==> config.mk <==
export PLATFORM = sky130hd
export DESIGN_NAME = cordic_rotation_top
export DESIGN_NICKNAME = d
export VERILOG_FILES = /design/src/rtl/cordic_rotation_top.sv
export SDC_FILE = /design/constraint.sdc
export NUM_CORES = 1
export LEC_CHECK = 0
export CORE_MARGIN = 3
export CORE_UTILIZATION = 30
export CTS_CLUSTER_DIAMETER = 150
export DETAILED_ROUTE_END_ITERATION = 10
export GPL_TIMING_DRIVEN = 0
export PLACE_DENSITY_LB_ADDON = 0.3
export REMOVE_ABC_BUFFERS = 1
export SYNTH_ARGS = -nofsm -noshare
export SYNTH_HDL_FRONTEND = slang
export SYNTH_SLANG_ARGS = --single-unit
==> constraint.sdc <==
create_clock -name clk -period 4.69 [get_ports clk]
set_input_delay 0.938 -clock clk [delete_from_list [all_inputs] [get_ports clk]]
set_output_delay 0.938 -clock clk [all_outputs]
set_load 0.02 [all_outputs]
==> src/rtl/cordic_rotation_top.sv <==
// Iterative rotation-mode CORDIC: rotates (x, y) by a binary-angle input, one micro-rotation per
// clock, then compensates the CORDIC gain with a Q8 multiply and saturates to the output width.
module cordic_rotation_top #(
    parameter int unsigned data_width   = 16,
    parameter int unsigned cordic_steps = 16,
    parameter int unsigned angle_width  = 20
) (
    input  logic                           clk,
    input  logic                           reset,
    input  logic                           start,
    input  logic signed [data_width-1:0]   x_in,
    input  logic signed [data_width-1:0]   y_in,
    input  logic signed [angle_width-1:0]  angle_in,
    output logic signed [data_width-1:0]   x_out,
    output logic signed [data_width-1:0]   y_out,
    output logic [cordic_steps-1:0]        micro_rotation,
    output logic                           busy,
    output logic                           done
);

    localparam int unsigned iw = data_width + 2;
    localparam int unsigned pw = iw + 9;
    localparam int unsigned cw = (cordic_steps > 1) ? $clog2(cordic_steps) : 1;
    localparam int          atan_shift = int'(angle_width) - 20;
    localparam logic signed [pw-1:0] k_inv = pw'(155);
    localparam logic signed [pw-1:0] sat_max =
        {{(pw - data_width + 1){1'b0}}, {(data_width - 1){1'b1}}};
    localparam logic signed [pw-1:0] sat_min =
        {{(pw - data_width + 1){1'b1}}, {(data_width - 1){1'b0}}};

    typedef enum logic [1:0] {StIdle, StIter, StScale} state_t;

    // Table is held at 20-bit binary-angle scale and shifted for other angle widths.
    function automatic logic signed [angle_width-1:0] atan_lut(input int unsigned idx);
        int     base;
        longint v;
        case (idx)
            0:  base = 131072;
            1:  base = 77376;
            2:  base = 40884;
            3:  base = 20753;
            4:  base = 10417;
            5:  base = 5213;
            6:  base = 2607;
            7:  base = 1304;
            8:  base = 652;
            9:  base = 326;
            10: base = 163;
            11: base = 81;
            12: base = 41;
            13: base = 20;
            14: base = 10;
            15: base = 5;
            16: base = 3;
            17: base = 1;
            18: base = 1;
            default: base = 0;
        endcase
        if (atan_shift >= 0) v = longint'(base) <<< atan_shift;
        else                 v = longint'(base) >>> (-atan_shift);
        return v[angle_width-1:0];
    endfunction

    function automatic logic signed [data_width-1:0] sat(input logic signed [pw-1:0] v);
        if (v > sat_max)      return sat_max[data_width-1:0];
        else if (v < sat_min) return sat_min[data_width-1:0];
        else                  return v[data_width-1:0];
    endfunction

    state_t                         state_q;
    logic signed [iw-1:0]           x_q, y_q;
    logic signed [angle_width-1:0]  z_q;
    logic [cw-1:0]                  step_q;
    logic [cordic_steps-1:0]        rot_q;

    logic                           d_pos, fold, last_step;
    logic signed [iw-1:0]           x_ext, y_ext, x_sh, y_sh, x_step, y_step;
    logic signed [angle_width-1:0]  atan_cur, z_step, z_init;
    logic signed [pw-1:0]           x_scaled, y_scaled;

    always_comb begin
        d_pos     = ~z_q[angle_width-1];
        atan_cur  = atan_lut(32'(step_q));
        x_sh      = x_q >>> step_q;
        y_sh      = y_q >>> step_q;
        x_step    = d_pos ? x_q - y_sh : x_q + y_sh;
        y_step    = d_pos ? y_q + x_sh : y_q - x_sh;
        z_step    = d_pos ? z_q - atan_cur : z_q + atan_cur;
        last_step = (step_q == cw'(cordic_steps - 1));
        // |angle| >= 90 deg: rotate by angle-180 and pre-negate the vector instead.
        fold      = angle_in[angle_width-1] ^ angle_in[angle_width-2];
        x_ext     = iw'(x_in);
        y_ext     = iw'(y_in);
        z_init    = fold ? {~angle_in[angle_width-1], angle_in[angle_width-2:0]} : angle_in;
        x_scaled  = (pw'(x_q) * k_inv) >>> 8;
        y_scaled  = (pw'(y_q) * k_inv) >>> 8;
    end

    always_ff @(posedge clk) begin
        if (reset) begin
            state_q        <= StIdle;
            x_q            <= '0;
            y_q            <= '0;
            z_q            <= '0;
            step_q         <= '0;
            rot_q          <= '0;
            x_out          <= '0;
            y_out          <= '0;
            micro_rotation <= '0;
            busy           <= 1'b0;
            done           <= 1'b0;
        end else begin
            done <= 1'b0;
            case (state_q)
                StIdle: begin
                    if (start) begin
                        x_q     <= fold ? -x_ext : x_ext;
                        y_q     <= fold ? -y_ext : y_ext;
                        z_q     <= z_init;
                        step_q  <= '0;
                        rot_q   <= '0;
                        busy    <= 1'b1;
                        state_q <= StIter;
                    end
                end
                StIter: begin
                    x_q           <= x_step;
                    y_q           <= y_step;
                    z_q           <= z_step;
                    rot_q[step_q] <= d_pos;
                    step_q        <= step_q + 1'b1;
                    if (last_step) state_q <= StScale;
                end
                StScale: begin
                    x_out          <= sat(x_scaled);
                    y_out          <= sat(y_scaled);
                    micro_rotation <= rot_q;
                    done           <= 1'b1;
                    busy           <= 1'b0;
                    state_q        <= StIdle;
                end
                default: state_q <= StIdle;
            endcase
        end
    end

endmodule
## After elaboration in Yosys (flattened, before gate mapping)

Memory sizes are Yosys's and may differ from the RTL's. A register that Yosys moved wholly into a read port is not among the register bits.
Index checks and enable logic that the tools add are counted.

| storage, ports and cells | value |
|---|---|
| flip-flop bits (word level) | 128 |
| bits in read-only memories | 288 |
| output and inout bits | 50 |
| logic and storage cells | 77 |
| memories kept | 1 |

| cells by class | value |
|---|---|
| add/sub/neg operators | 9 |
| multipliers | 2 |
| order comparisons | 6 |
| equality and inequality tests | 5 |
| shift operators | 2 |
| mux-type cells | 31 |
| bitwise gates (word level) | 3 |
| reduce and logical (&&, ||, !) cells | 7 |

Memory list:

| name | words | width | read ports | clocked after memory_dff | wr ports | line | text |
|---|---|---|---|---|---|---|---|
| (name not given) | 16 | 18 | 1 | 1 | 0 | 37 | `case (idx)` |

Operators by type and width:

| operator | count |
|---|---|
| $mux 18 | 6 |
| $mux 16 | 5 |
| $pmux 18 s2 | 2 |
| $mux 20 | 3 |
| $mul 18x9->27 const B | 2 |
| $pmux 20 s2 | 1 |
| $gt 19x16->1 const B | 2 |
| $lt 19x16->1 const B | 2 |
| $add 18x18->18 | 2 |
| $neg 16->18 | 2 |
| $sshr 18x4->18 | 2 |
| $sub 18x18->18 | 2 |
| $pmux 16 s2 | 1 |
| $add 20x20->20 | 1 |
| $sub 20x20->20 | 1 |
| $bwmux 16 | 1 |
| $mux 4 | 3 |
| $pmux 4 s2 | 1 |
| $reduce_and 2->1 | 3 |
| $lt 4x5->1 const B | 1 |
| $add 4x1->4 const B | 1 |
| $demux 1 s4 | 1 |
| $eq 4x4->1 const B | 1 |
| $ge 4x1->1 const B | 1 |
| other kinds (12) | 18 |

## Longest topological paths before layout

Gate-level depths: netlist of run 1.

| depth | value |
|---|---|
| depth after elaboration | 6 |
| gate-level depth with buffers | 24 |
| mapped depth without buffers | 19 |

## Worst setup path before layout of run 1

OpenSTA, ideal clock, no wires.

| path | value |
|---|---|
| kind | register to register |
| start | reg y_q[16] |
| end | reg y_out[12] |
| library setup time | 0.079 ns |
| arrival | 4.910 ns |
| data required time | 4.611 ns |
| slack | -0.299 ns |
| stages on the path, launching flop included | 20 |
| cell sequence | dfxtp_1 clkbuf_1 inv_1 ha_1 fa_1 inv_1 fa_1 inv_1 fa_1 inv_1 ha_1 and3_1 and3_1 a221oi_1 nand3_1 and4_1 o311ai_2 buf_2 nand3_1 o211ai_1 |

| on the way | value |
|---|---|
| word-level cells in the longest chain between the ends | 4 |
| elaborated cells on any way between the ends | 5 |

Ends and longest elaborated chain:

| what | line | text |
|---|---|---|
| start, declared | 71 | `logic signed [iw-1:0] x_q, y_q;` |
| start signal, assigned | 118 | `y_q <= fold ? -y_ext : y_ext;` |
| start signal, assigned | 128 | `y_q <= y_step;` |
| $mul 18x9->27 * | 96 | `y_scaled = (pw'(y_q) * k_inv) >>> 8;` |
| $lt 19x16->1 | 66 | `else if (v < sat_min) return sat_min[data_width-1:0];` |
| $mux 16 | 66 |  |
| $mux 16 * | 65 | `if (v > sat_max) return sat_max[data_width-1:0];` |
| end signal, assigned | 136 | `y_out <= sat(y_scaled);` |
| end, declared | 15 | `output logic signed [data_width-1:0] y_out,` |

Every way passes the cells marked *; elsewhere a longest branch is shown, timed or not.
A chain may end at the register's enable or synchronous reset.

## Worst setup path in the final report of run 1

| path | value |
|---|---|
| start | reg x_q[10] |
| end | reg x_out[6] |

| on the way | value |
|---|---|
| word-level cells in the longest chain between the ends | 4 |
| elaborated cells on any way between the ends | 5 |

Ends and longest elaborated chain:

| what | line | text |
|---|---|---|
| start, declared | 71 |  |
| start signal, assigned | 117 | `x_q <= fold ? -x_ext : x_ext;` |
| start signal, assigned | 127 | `x_q <= x_step;` |
| $mul 18x9->27 * | 95 | `x_scaled = (pw'(x_q) * k_inv) >>> 8;` |
| $lt 19x16->1 | 66 |  |
| $mux 16 | 66 |  |
| $mux 16 * | 65 |  |
| end signal, assigned | 135 | `x_out <= sat(x_scaled);` |
| end, declared | 14 | `output logic signed [data_width-1:0] x_out,` |

Marked as above.

==> summary.md, run 1 <==
| Metric | Value |
|---|---|
| CTS tree | done |
| Max-cap violations | 0 |
| First-iteration detailed-routing DRC count | 866 |
| Synth Instances | slightly above 2000 |
| Vias per cell | between 5 and 6 |
| Worst min path class | flop to flop |
| Worst-path clk slew | 70 ps |
| Global route overflow | 0 |
| P_int | a little over 7 mW |
| Seq/Total Area, Yosys | 17.4% |
| #FFs+latches synth | 146 |
| Hold Slack | 459 ps |
| Final ANT Viol Nets | 0 |
| Synth unique cells | 75 |
| Met2 Usage GRT | 29.5% |
| Multi-input gate area | 13400 sq um |
| Fillers | around 5600 |
| Post-Synthesis Cell Area | 16800 sq um |
| Post-layout min period | 4770 ps |
| Syn_area_per_cell | 8.32 sq um |
| Share of synthesized registers carrying an async set or reset | 0% |
| CP cell instances | ha_4, inv_1, fa_1, inv_1, fa_1, inv_2, fa_1, inv_2, ha_4, o2111a_1, a211oi_2, o211ai_1, nand3_2, a21oi_4, o32ai_4, o31a_1, buf_6, a221o_1 |
| NumNets Final | 2504 |
| Startpoint class of the critical path | flop |
| H-tree depth | 4 |
| Initial antenna violation count | 0 |
| Critical path startpoint | x_q[10] |
| TritonRoute pass-1 iters | 5 |
| Total Die Area | 58900 sq um |
| Peak VDD IR | between 0.4 and 0.5 mV |
| Setup Crit Path Kind | flop to flop |
| CP Capture Type | flop |
| Reg power frac | 11.7% |
| Clock power share | between 10 and 15% |
| Worst Skew | 14.4 ps |
| Worst Tran Pin Value | 1300 ps |
| Most used cell along the critical path | fa_1 |
| Vias in the first global route | 15127 |
| Fin. Hold Viols | 0 |
| Die width | about 240 microns |
| Core area | 55300 sq um |
| Status | finished, violations left |
| Hold path start | x_out[15] |
| Top post-synthesis cells by area | dfxtp_1 (17%), ha_1 (14%), fa_1 (11%) |
| Post-synth top area cell | dfxtp_1 |
| Share of cells above drive strength 1 | 17.5% |
| Share of the synthesized area in the top cell type | 17.4% |
| Violated checks | setup timing |
| Fin crit share | 102% |
| Register area | 3040 sq um |
| Rel. slew slack | between 10% and 20% |
| Later-pin clock latency in the skew report | between 400 and 500 ps |
| Total Wirelength | 51300 microns |
| CTS Buffer Depth | 2 |
| Worst EP arrival | just over 5000 ps |
| Net switching power | 7.11 mW |
| Clock root buffer | clkbuf_16 |
| Total track usage | 17.2% |
| Sw Share | 49.5% |
| Place WS | -1220 ps |
| Critical Path Fanout Max | 4 |
| Post-synth EDFFs | 0 |
| # IOs | 105 |
| Grt met3 use | approximately 3.4% |
| Synth warn | 0 |
| Critical Path RT | 5070 ps |
| Port-buffer cells | 104 |
| Area growth, synth to finish | 26.2% |
| RSZ-0062 raised after global routing | yes |
| Max incr delay on CP | 550 ps |
| Die height | 243 microns |
| Num rows | 86 |
| Via Count | about 15000 |
| Highest clock rate | 210 MHz |
| Residual DRC | 0 |
| Dpl hpwl | 36500 microns |
| Initial Util | a little under a third |
| Slew Viols, Final | 0 |
| Routability Congestion | 0.877 |
| Hold Buf Count CTS | 0 |
| Global route hottest layer | met2 |
| Setup TNS | -1590 ps |
| Final setup violation count | 30 |
| Final WS setup | -83.2 ps |
| Clock sinks | approximately 150 |
| Top FF cell, synth | dfxtp_1 |
| Cells after DPL | 2791 |
| Leakage | 9.07 nW |
| Reg2reg start | x_q[10] |
| Met1 usage | 21.7% |
| Drt wl/cell | between 15 and 20 microns |
| ANT cells | 0 |
| First-pass GRT wire length | roughly 81000 microns |
| Slowest cell on crit path | fa_1 |
| Pin count of the biggest net entering global routing | 86 |
| TritonCTS Buffers | 17 |
| Finished Layout Cells | 2925 |
| Comb pwr share | 78.2% |
| Power Dens Cells | 677 nW/um^2 |
[registers in the layout, indices dropped and copies added (netlist names)]
signal	cells
x_out	16
step_q	4
busy	1
z_q	20
micro_rotation	16
atan_cur	18
y_out	16
done	1
y_q	18
state_q	2
rot_q	16
x_q	18
[layout make-up]
class	instances	area share (%)
multi-input combinational	1519	63.2
sequential	146	14.3
timing repair buffer	216	10.5
inverter	264	4.69
tap	748	4.41
clock buffer	17	2.01
clock inverter	15	0.862
[Yosys cell counts (7+ instances only)]
cell type,number
a311oi_1,18
nor2_1,174
o22ai_1,8
xnor2_1,76
a21oi_1,147
o21ai_0,67
nand3_1,43
o31ai_1,11
nor4_1,11
a2111oi_0,16
o21bai_1,7
a22o_1,17
mux2_2,20
nor3_1,40
ha_1,190
fa_1,95
a22oi_1,8
or2_2,7
nand2b_1,10
xor2_1,66
o21a_1,18
and2_1,13
buf_2,13
o211ai_1,32
clkbuf_1,64
and3_1,15
a221o_1,15
a211oi_1,26
dfxtp_1,146
or3_1,10
nor2b_1,13
a21o_1,35
nand2_1,154
inv_1,260
buf_1,12
mux2i_1,16
mux4_2,38
a31oi_1,29
[worst paths after layout]
check,endpoint,cells past startpoint,slack [ps]
worst max-delay path,x_out[6],18,-80
worst min-delay path,x_out[15],2,460
worst max register to register,x_out[6],18,-80
worst min register to register,x_out[15],2,460
[metrics by stage]
| stage | cell area, sq um | utilization, % | power, mW |
|---|---|---|---|
| after floorplan | 16400 | - | 9.08 |
| after global placement | 18400 | 33.3 | 10.9 |
| after detailed placement | 18700 | 33.8 | 11.1 |
| after CTS | 20600 | 37.3 | 13.7 |
| after global routing | 21200 | 38.3 | 15.9 |
| final | 21200 | 38.3 | 14.4 |
[power groups by stage]
| stage | Combinational [mW] | Sequential (mW) | Clock [mW] |
|---|---|---|---|
| global placement | 9.14 | 1.77 | 0 |
| CTS | 10.5 | 1.66 | 1.50 |
| finish | 11.2 | 1.68 | 1.45 |
| global route | 12.7 | 1.70 | 1.54 |
| floorplan | 7.49 | 1.59 | 0 |
| detailed placement | 9.35 | 1.75 | 0 |
[layer usage]
metal | part of all wire [%] | vias to the layer above
met5 | 0 | -
met4 | 2.6 | 0
met3 | 4.9 | 75
met2 | 48 | 358
met1 | 44 | 7437
li1 | - | 7408
[repair_timing]
action,CTS,global route
buffers inserted,74,25
endpoints found under the setup margin,51,46
resized for setup,129,89
gates cloned,5,0
pin swaps,41,62
[cell families (layout without fill, tap and decap cells)]
kind of cell,Yosys count,after routing,synth area share [%]
xor+xnor,143,143,7.53
flops,146,146,17.4
simple gates,513,513,13.9
compound gates,502,503,20.1
buf+inv,357,512,8.18
fa+ha+maj,285,285,25.5
mux,75,75,7.47
[placed cells by master (no fill, tap or decap), types with 26 or more instances in the layout]
cell type and n:
ha_4 29, inv_1 242, mux4_2 38, ha_1 157, a31oi_1 26, nand2_1 154, xnor2_1 75, nor2_1 170
o211ai_1 32, nand3_1 37, a21o_1 35, xor2_1 65, a21oi_1 135, fa_1 93, dfxtp_1 109, o21ai_0 66
buf_4 84, nor3_1 39, dfxtp_4 28, clkdlybuf4s50_1 103
[worst max-delay path: cells and delay by family, from the launching register on]
family	cells	cell delay, ps
AO/OA/AOI/OAI	7	1630
buffers and inverters	5	330
flip-flops	1	380
AND/OR/NAND/NOR	1	200
adder cells (fa/ha/maj)	5	2120
Power figures use the tool's default switching activity.
==> run 2, diff against run 1 <==
--- a/config.mk
+++ b/config.mk
@@ -6,12 +6,13 @@
 export NUM_CORES = 1
 export LEC_CHECK = 0
 export CORE_MARGIN = 3
-export CORE_UTILIZATION = 30
+export CORE_UTILIZATION = 56
 export CTS_CLUSTER_DIAMETER = 150
 export DETAILED_ROUTE_END_ITERATION = 10
 export GPL_TIMING_DRIVEN = 0
 export PLACE_DENSITY_LB_ADDON = 0.3
 export REMOVE_ABC_BUFFERS = 1
+export SLEW_MARGIN = 25
 export SYNTH_ARGS = -nofsm -noshare
 export SYNTH_HDL_FRONTEND = slang
 export SYNTH_SLANG_ARGS = --single-unit
==> run 2 against run 1 <==
The flow still finishes with violations (setup timing). Clock power increased by 3%. Highest routed layer unchanged. Final area rose by 1.1%. Flip-flop and latch count stayed put. Non-clock buffer count up 30. Combinational power is 12% higher. Critical endpoint is now y_q[14]. Hold slack about the same. Sequential share of layout area decreased by 0.15 points. First-iteration DRC count up 120%. Critical path depth rose by 3.
==> summary.md, run 2 (synthesized netlist as in run 1, its figures left out) <==
| Metric | Value |
|---|---|
| Status | finished, violations left (unchanged) |
| Violated checks | setup timing (unchanged) |
| TritonRoute pass-1 iters | 7 (was 5) |
| First-iteration detailed-routing DRC count | 1940 (was 866) |
| Finished Layout Cells | 2592 (was 2925) |
| Max-cap violations | 0 (unchanged) |
| CTS Buffer Depth | 2 (unchanged) |
| Top reg by flops | z_q (unchanged) |
| Later-pin clock latency in the skew report | 460 ps (was 490 ps) |
| Initial Util | 57.6% (was 30.4%) |
| Vias per cell | 6.44 (was 5.22) |
| Final WS setup | -383 ps (was -83.2 ps) |
| Post-layout min period | 5070 ps (was 4770 ps) |
| Slew Viols, Final | 0 (unchanged) |
| Global route overflow | 0 (unchanged) |
| Total Die Area | 32100 sq um (was 58900 sq um) |
| Pin count of the biggest net entering global routing | 60 (was 86) |
| Max FFs per register | 20 (unchanged) |
| Highest clock rate | 197 MHz (was 210 MHz) |
| Die width | 179 microns (was 243 microns) |
| Clock root buffer | clkbuf_16 (unchanged) |
| Fillers | 2015 (was 5586) |
| Hold Buf Count CTS | 0 (unchanged) |
| CTS tree | done (unchanged) |
| Reg2Reg Capture Point | y_q[14] (was x_out[6]) |
| Most frequent cells in the layout | inv_1 (236), nor2_1 (164), nand2_1 (154) (was inv_1 (242), nor2_1 (170), ha_1 (157)) |
| Via Count | 16703 (was 15278) |
| Clock sinks | 146 (unchanged) |
| Reg2Reg Setup Slack | -380 ps (was -80 ps) |
| Startpoint class of the critical path | flop (unchanged) |
| Initial antenna violation count | 0 (unchanged) |
| Total track usage | 30.5% (was 17.2%) |
| Critical Path Fanout Max | 5 (was 4) |
| Placed Area | 18400 sq um (was 18700 sq um) |
| Peak VDD IR | 0.584 mV (was 0.415 mV) |
| Routability Congestion | 0.923 (was 0.877) |
| Share of cells above drive strength 1 | 20.6% (was 17.5%) |
| RSZ-0062 raised after global routing | yes (unchanged) |
| Worst min path class | flop to flop (unchanged) |
| Design Power | 15.6 mW (was 14.4 mW) |
| Residual DRC | 0 (unchanged) |
| Drt wl/cell | 20.9 microns (was 17.5 microns) |
| Reg2reg start | step_q[2] (was x_q[10]) |
| Worst-path clk slew | 70 ps (about the same) |
| Setup Crit Path Kind | flop to flop (unchanged) |
| Fin crit share | 108% (was 102%) |
| Leakage | 9.29 nW (was 9.07 nW) |
| TritonCTS Buffers | 17 (unchanged) |
| Dpl hpwl | 33000 microns (was 36500 microns) |
| Die height | 179 microns (was 243 microns) |
| Worst EP arrival | 5410 ps (was 5150 ps) |
| H-tree depth | 4 (unchanged) |
| Area growth, synth to finish | 27.5% (was 26.2%) |
| Place WS | -1210 ps (was -1220 ps) |
| First-pass GRT wire length | 78800 microns (was 81500 microns) |
| Most common cell after layout, fill and taps aside | inv_1 (unchanged) |
| Final Cell Area | 21400 sq um (was 21200 sq um) |
| NumNets Final | 2535 (was 2504) |
| Fin. Hold Viols | 0 (unchanged) |
| Worst Tran Pin Value | 974 ps (was 1300 ps) |
| FF-to-FF path depth | 21 (was 18) |
| Final ANT Viol Nets | 0 (unchanged) |
| Worst Skew | 12.5 ps (was 14.4 ps) |
| # IOs | 105 (unchanged) |
| CP Capture Type | flop (unchanged) |
| Hold Slack | 460 ps (was 459 ps) |
| Core area | 29200 sq um (was 55300 sq um) |
| Port-buffer cells | 104 (unchanged) |
| Cells after DPL | 2430 (was 2791) |
| Vias in the first global route | 15662 (was 15127) |
| Rel. slew slack | 35.0% (was 13.0%) |
| ANT cells | 0 (unchanged) |
| Power Dens Cells | 729 nW/um^2 (was 677 nW/um^2) |
| Critical Path RT | 5020 ps (was 5070 ps) |
| Total Wirelength | 54300 microns (was 51300 microns) |
| Final setup violation count | 42 (was 30) |
| Num rows | 62 (was 86) |
| Critical path capture point | y_q[14] (was x_out[6]) |
| Critical path startpoint | step_q[2] (was x_q[10]) |
[run 2: final cells by class]
type	instances	area, sq um	share of cell area, %
multi-input cells	1520	13700	64.2
flip-flops and latches	146	3040	14.2
repair buffers	246	2550	11.9
inverters	264	998	4.66
well taps	384	480	2.24
clock buffers	17	425	1.99
clock inverters	15	188	0.876
[run 2: how the worst min path moves through the flow]
| stage | startpoint | to | slack (ps) | cells after the start |
|---|---|---|---|---|
| after floorplan | rot_q[0] | micro_rotation[0] | 440 | 1 |
| after global placement | x_out[15] | x_out[15] | 440 | 2 |
| after detailed placement | x_out[15] | x_out[15] | 450 | 2 |
| after CTS | x_out[15] | x_out[15] | 470 | 2 |
| after global routing | rot_q[11] | micro_rotation[11] | 490 | 1 |
| final | x_out[15] | x_out[15] | 460 | 2 |
[run 2: power by group]
part	internal [mW]	leakage (nW)	switching (mW)	total [mW]
sequential	1.39	1.21	0.271	1.66
combinational	5.59	7.78	6.88	12.5
clock	0.772	0.303	0.717	1.49
total	7.75	9.29	7.86	15.6
[run 2: metrics by stage]
step,util (%),TNS (ps)
2_1_floorplan,-,-32010
3_3_place_gp,61.5,-318770
3_5_place_dp,63.0,-38290
4_1_cts,69.9,-507
5_1_grt,73.5,-8730
6_report,73.5,-4040
[run 2: per-layer routing]
layer  part of all wire [%]  up-vias  GRT usage (%)
met5                      0        -              0
met4                    5.2        0           13.9
met3                    8.4      285           4.70
met2                     49     1012           51.7
met1                     38     7939           38.3
li1                       -     7467              -
[run 2: repair_timing]
item / in CTS / in global routing
resized for setup: 148 / 137
endpoints found under the hold margin: 0 / 0
pin swaps: 63 / 76
endpoints found under the setup margin: 51 / 46
setup buffers: 77 / 50
cloned: 3 / 1
[run 2: worst max-delay path: stages, from the launching register on]
cell       delay (ps)
dfxtp_4           370
buf_12            140
buf_4             130
buf_6             110
mux2_4            310
mux4_2            490
a222oi_1          450
buf_4             220
ha_4              160
nor2_2             50
xor2_2            170
ha_1              320
a21o_1            180
a21oi_2           210
nor2b_1            90
o21a_1            220
o41ai_4           250
buf_4             190
o2111ai_4         130
a31oi_1           220
xor2_1            130
a2111oi_2         390
